==> src/rtl/seq_det_pkg.sv <==
// Shared state type and default sizing for the parameterised serial sequence detector.
package seq_det_pkg;

    localparam int SEQ_LEN_DEF = 4;
    localparam int CNT_W_DEF   = 8;

    typedef enum logic [1:0] {
        S_IDLE = 2'd0,
        S_FILL = 2'd1,
        S_RUN  = 2'd2
    } state_e;

endpackage

==> src/rtl/seq_det_sat_cnt.sv <==
// Saturating match counter with synchronous clear; only built when SEQ_DET_CNT_EN is defined.
`ifdef SEQ_DET_CNT_EN
module seq_det_sat_cnt
    import seq_det_pkg::*;
#(
    parameter int CNT_W = CNT_W_DEF
) (
    input  logic             i_clk,
    input  logic             i_rst_n,
    input  logic             i_inc,
    input  logic             i_clear,
    output logic [CNT_W-1:0] o_count
);

    logic [CNT_W-1:0] r_count;

    // Clear wins over a coincident increment; the count sticks at all-ones.
    always_ff @(posedge i_clk or negedge i_rst_n) begin
        if (!i_rst_n) begin
            r_count <= '0;
        end else if (i_clear) begin
            r_count <= '0;
        end else if (i_inc && (r_count != {CNT_W{1'b1}})) begin
            r_count <= r_count + CNT_W'(1);
        end
    end

    assign o_count = r_count;

endmodule
`endif

==> src/rtl/seq_det_param.sv <==
// Serial pattern detector with loadable pattern and overlap control.
// Optional match counter enabled by defining SEQ_DET_CNT_EN; otherwise match_cnt reads 0.
module seq_det_param
    import seq_det_pkg::*;
#(
    parameter int SEQ_LEN = SEQ_LEN_DEF,
    parameter int CNT_W   = CNT_W_DEF
) (
    input  logic               clk,
    input  logic               clr,
    input  logic               E,
    input  logic               E_valid,
    input  logic [SEQ_LEN-1:0] user_seq,
    input  logic               load,
    input  logic               overlap,
    input  logic               cnt_clr,
    output logic               Y,
    output logic [CNT_W-1:0]   match_cnt
);

    localparam int                FILL_W = $clog2(SEQ_LEN + 1);
    localparam logic [FILL_W-1:0] FULL   = FILL_W'(SEQ_LEN);

    state_e              r_state;
    logic [SEQ_LEN-1:0]  r_pattern;
    logic [SEQ_LEN-1:0]  r_hist;
    logic [FILL_W-1:0]   r_fill;
    logic                r_y;

    logic [SEQ_LEN-1:0]  w_hist_next;
    logic [FILL_W-1:0]   w_fill_next;
    logic                w_sample;
    logic                w_match;

    assign w_sample    = E_valid && !load && (r_state != S_IDLE);
    assign w_hist_next = (r_hist << 1) | SEQ_LEN'(E);
    assign w_fill_next = (r_fill == FULL) ? r_fill : r_fill + FILL_W'(1);
    assign w_match     = w_sample && (w_fill_next == FULL) && (w_hist_next == r_pattern);

    // A non-overlapping match restarts the fill so the next match needs SEQ_LEN fresh bits.
    always_ff @(posedge clk or negedge clr) begin
        if (!clr) begin
            r_state   <= S_IDLE;
            r_pattern <= '0;
            r_hist    <= '0;
            r_fill    <= '0;
            r_y       <= 1'b0;
        end else begin
            r_y <= w_match;
            if (load) begin
                r_pattern <= user_seq;
                r_hist    <= '0;
                r_fill    <= '0;
                r_state   <= S_FILL;
            end else if (w_sample) begin
                if (w_match && !overlap) begin
                    r_hist  <= '0;
                    r_fill  <= '0;
                    r_state <= S_FILL;
                end else begin
                    r_hist  <= w_hist_next;
                    r_fill  <= w_fill_next;
                    r_state <= (w_fill_next == FULL) ? S_RUN : S_FILL;
                end
            end
        end
    end

    assign Y = r_y;

`ifdef SEQ_DET_CNT_EN
    seq_det_sat_cnt #(
        .CNT_W(CNT_W)
    ) u_sat_cnt (
        .i_clk  (clk),
        .i_rst_n(clr),
        .i_inc  (w_match),
        .i_clear(cnt_clr),
        .o_count(match_cnt)
    );
`else
    logic w_unused_cnt_clr;
    assign w_unused_cnt_clr = cnt_clr;
    assign match_cnt        = '0;
`endif

endmodule

==> config.mk <==
export PLATFORM = sky130hd
export DESIGN_NAME = seq_det_param
export DESIGN_NICKNAME = d
export VERILOG_FILES = /design/src/rtl/seq_det_pkg.sv /design/src/rtl/seq_det_sat_cnt.sv /design/src/rtl/seq_det_param.sv
export SDC_FILE = /design/constraint.sdc
export NUM_CORES = 1
export LEC_CHECK = 0
export CAP_MARGIN = 20
export CORE_MARGIN = 4
export CORE_UTILIZATION = 30
export DETAILED_ROUTE_END_ITERATION = 10
export DONT_BUFFER_PORTS = 1
export PLACE_DENSITY_LB_ADDON = 0.2
export SYNTH_ARGS = -nofsm -noshare
export SYNTH_HDL_FRONTEND = slang
export SYNTH_HIERARCHICAL = 1
export SYNTH_SLANG_ARGS = --single-unit
==> constraint.sdc <==
create_clock -name clk -period 2.2 [get_ports clk]
set_input_delay 0.44 -clock clk [delete_from_list [all_inputs] [get_ports clk]]
set_output_delay 0.44 -clock clk [all_outputs]
set_load 0.005 [all_outputs]
After elaboration in Yosys (flattened, before gate mapping)
Index checks and enable logic that the tools add are counted.
{"block": "op_classes", "n_eq_ne": 3, "muxes": 11, "bitwise": 1, "reduce_logical": 9, "add_sub_neg": 1}
{"operator": "two-way mux 3 bit", "count": 7}
{"operator": "two-way mux 2 bit", "count": 4}
{"operator": "== test 3 bit (second input constant)", "count": 2}
{"operator": "logical AND 1 bit", "count": 5}
{"operator": "== test 4 bit", "count": 1}
{"operator": "OR 4 x 1 -> 4 bit", "count": 1}
{"operator": "nonzero test 2 bit", "count": 2}
{"operator": "adder 3 x 1 -> 3 bit (second input constant)", "count": 1}
{"operator": "logical NOT 1 bit", "count": 2}
{"block": "totals", "input_bits": 11, "reg_bits": 13, "elab_cells": 30}

Longest topological paths before layout
{"block": "logic_depth", "ltp_word": 9, "ltp_mapped": 7, "ltp_nobuf": 7}

Worst setup path before layout
No wires, ideal clock.
{"block": "synth_timing", "kind": "reg-to-reg", "from": "reg r_fill[0]", "to": "reg r_hist[0]", "arrival_ns": 1.749, "path_stages_with_launch": 7, "period_less_slack_ns": 1.870, "t_required_ns": 2.079, "slack_ns": 0.330, "n_path_buf": 0, "setup_ns": 0.121, "cell_sequence": "dfrtp_1 -> inv_1 -> ha_1 -> or3_4 -> a221oi_4 -> nand3b_2 -> a32o_2"}
{"block": "synth_via", "elab_chain_cells": 9, "word_cells_on_any_way": 10, "classes_between": "add/sub (1); eq/ne (2); mux (4); reduce/logical (3)"}
{"element": "from (decl)", "line": "seq_det_param.sv:27", "source": "logic [FILL_W-1:0] r_fill;"}
{"element": "from (signal assigned)", "line": "seq_det_param.sv:62", "source": "r_fill <= w_fill_next;"}
{"element": "adder 3 x 1 -> 3 bit / == test 3 bit (equally long branches)", "line": "seq_det_param.sv:37", "source": "assign w_fill_next = (r_fill == FULL) ? r_fill : r_fill + FILL_W'(1);"}
{"element": "two-way mux 3 bit (*)", "line": "seq_det_param.sv:37"}
{"element": "== test 3 bit (*)", "line": "seq_det_param.sv:38", "source": "assign w_match = w_sample && (w_fill_next == FULL) && (w_hist_next == r_pattern);"}
{"element": "logical AND 1 bit (*) (2 in a row)", "line": "seq_det_param.sv:38"}
{"element": "logical AND 1 bit (*)", "line": "seq_det_param.sv:56", "source": "if (w_match && !overlap) begin"}
{"element": "two-way mux 3 bit (*)", "line": "seq_det_param.sv:56"}
{"element": "two-way mux 3 bit (*)", "line": "seq_det_param.sv:55", "source": "end else if (w_sample) begin"}
{"element": "two-way mux 3 bit (*)", "line": "seq_det_param.sv:50", "source": "if (load) begin"}
{"element": "to (signal assigned)", "line": "seq_det_param.sv:61", "source": "r_hist <= w_hist_next;"}
{"element": "to (decl)", "line": "seq_det_param.sv:26", "source": "logic [SEQ_LEN-1:0] r_hist;"}
Every way passes the cells marked *; elsewhere a longest branch is shown, timed or not. The select of a mux whose other input is x is not followed.
A chain may end at the register's enable or synchronous reset.

Worst setup path in the final report
{"block": "layout_timing", "from": "reg r_fill[0]", "to": "reg r_hist[2]"}
The elaborated chain is that of the path after synthesis.

==> results.tsv <==
metric	value	unit
cts.path.max_buffers	2	
rsz0062_at_grt	no	
antenna_left	0	
cts.sinks	13	
dp_hpwl	992	um
slowest_stage	dfrtp_1	
cp-end-kind	register	
yosysUniqueCellTypes	28	
critPathMaxFanout	4	
r2r-end	r_hist[2]	
fmax	0.493	GHz
synth_edf_count	0	
worst_setup_path_start_kind	register	
worstPathCellList	inv_1 > ha_1 > or3_4 > a221oi_4 > nand3b_2 > a32o_2	
core.rowCount	17	
hold_class	in -> reg	
worstReg2RegStart	r_fill[0]	
htree_levels	1	
min-delay-start	load	
cp_num_buf_inv	1	
relSlewSlack	61.4	%
numCtsBuffers	3	
overflow	0	
grt_most_used_layer	met2	
cp.arrival	2190	ps
maxCapViolCount	0	
seq_area_frac_synth	43.3	%
nNetsFinal	84	
grt_pass1_wl	2050	um
synth_ff_type	dfrtp_1	
die_area	3370	sq um
min_period	2030	ps
slowest_delay	430	ps
grt_pass1_vias	450	
worstSetupPathType	reg -> reg	
die_y	58.1	um
cts_resized	0	
use_met3	2.67	%
hold-path-endpoint	r_fill[1]	
routedWlPerCell	13.1	um
port_buffers	0	
area_delta_synth_final	4.49	%
initialDrtViolationCount	18	
required	2360	ps
ys_seq_elements	13	
grt_use_met1	9.49	%
vias_per_cell	4.77	
timing.final.hold_violations	0	
hold_buffers	1	
cts_tree	done	
grt_usage	8.43	%
num_vias	467	
drcViolationCount	0	
critPathTopFamily	compound AO/OA/AOI/OAI gates	
fillers	236	
ff2ff_setup_slack	170	ps
floorplan.initialDensity	32.7	%
io_pins	20	
antennaDiodeCount	0	
wirelength	1280	um
tns	0	ps
antenna_found_initial	0	
slew_violations	0	
r2r_cells	6	
seq_area	325	sq um
worst-path-stages	6	
dr.pass1.iters	4	
synthArstFlopShare	100	%
fin_crit_sh	92.2	%
grt_max_degree	14	
ir_worst_vdd	0.235	mV
use_met2	12.9	%
tightest_slew	578	ps
core_area	2300	sq um
hold_depth	1	
status	complete, no violations	
gp_congestion	0.732	
clock_latency	270	ps
total_leakage_power	0.356	nW
syn_area	752	sq um
setup_viol	0	
fp.dieW	58.1	um
cts_setup_buffers	0	
mostFrequentLayoutCell	dfrtp_1	
final_core_util	34.2	%
multi_input_area	378	sq um
yosys_warnings	6	
drive_above_1_share	22.9	%
skew	0.408	ps
path_clk_slew	80	ps
layout_common_cells	13 x dfrtp_1, 8 x conb_1, 5 x nor2_1	
syn_avg_cell_area	11.2	sq um
clockRootBuffer	clkbuf_4	
synthCells	67	
power_density	648	nW/um^2
-- registers in the layout (all words and copies together), names as in the netlist --
signal,count
r_pattern,4
r_fill,3
r_hist,3
r_state,2
Y,1
-- through the flow --
step                      cell area (sq um)  worst slack, ps  hold slack [ps]  power, W  instances
after floorplan                         778              330              144  0.000361         74
after global placement                  749              187              145  0.000362         93
after detailed placement                749              191              145  0.000362         93
after CTS                               786              168              212  0.000519         98
after global routing                    786             50.4              209  0.000542         98
final                                   786              172              226  0.000509         98
-- routing by layer --
metal  vias to the layer above  wire (um)
li1                        229          -
met5                         -          0
met1                       218        557
met4                         0         32
met3                         2        114
met2                        18        575
-- cells by family after synthesis --
logic type,synth area share (%)
compound gates,14.3
xor+xnor,6.99
fa+ha+maj,3.33
buf+inv,9.98
flops,43.3
mux,7.32
other cells,0.499
simple gates,14.3
-- cells in the mapped netlist (2+ instances only) --
cell	count	area share, %
a21oi_1	4	2.7
a32o_2	3	4.5
buf_4	8	8.0
dfrtp_1	13	43
ha_1	2	3.3
inv_1	2	1.0
mux2_2	4	6.0
nand2_1	2	1.0
nand3_1	2	1.3
nor2_1	5	2.5
xnor2_1	2	2.3
xor2_1	4	4.7
-- final cells by class --
type,instances,share of cell area (%)
sequential,13,41.4
clock buffer,4,3.34
multi-input combinational,49,48.1
timing repair buffer,1,1.27
inverter,3,1.43
tap,28,4.46
-- report_power, final --
| part | internal, W | switching, W | leakage, nW | total, W |
|---|---|---|---|---|
| clock network | 0.0000702 | 0.0000765 | 0.0150 | 0.000147 |
| logic | 0.0000416 | 0.0000520 | 0.176 | 0.0000936 |
| registers | 0.000255 | 0.0000136 | 0.165 | 0.000269 |
-- how the worst max path moves through the flow --
stage	from	slack, ps	end
floorplan	r_fill[0]	330	r_hist[0]
global placement	r_fill[0]	190	r_hist[2]
detailed placement	r_fill[0]	190	r_hist[2]
CTS	r_fill[0]	170	r_hist[0]
global route	r_fill[0]	50	r_hist[0]
finish	r_fill[0]	170	r_hist[2]
Power figures use the tool's default switching activity.
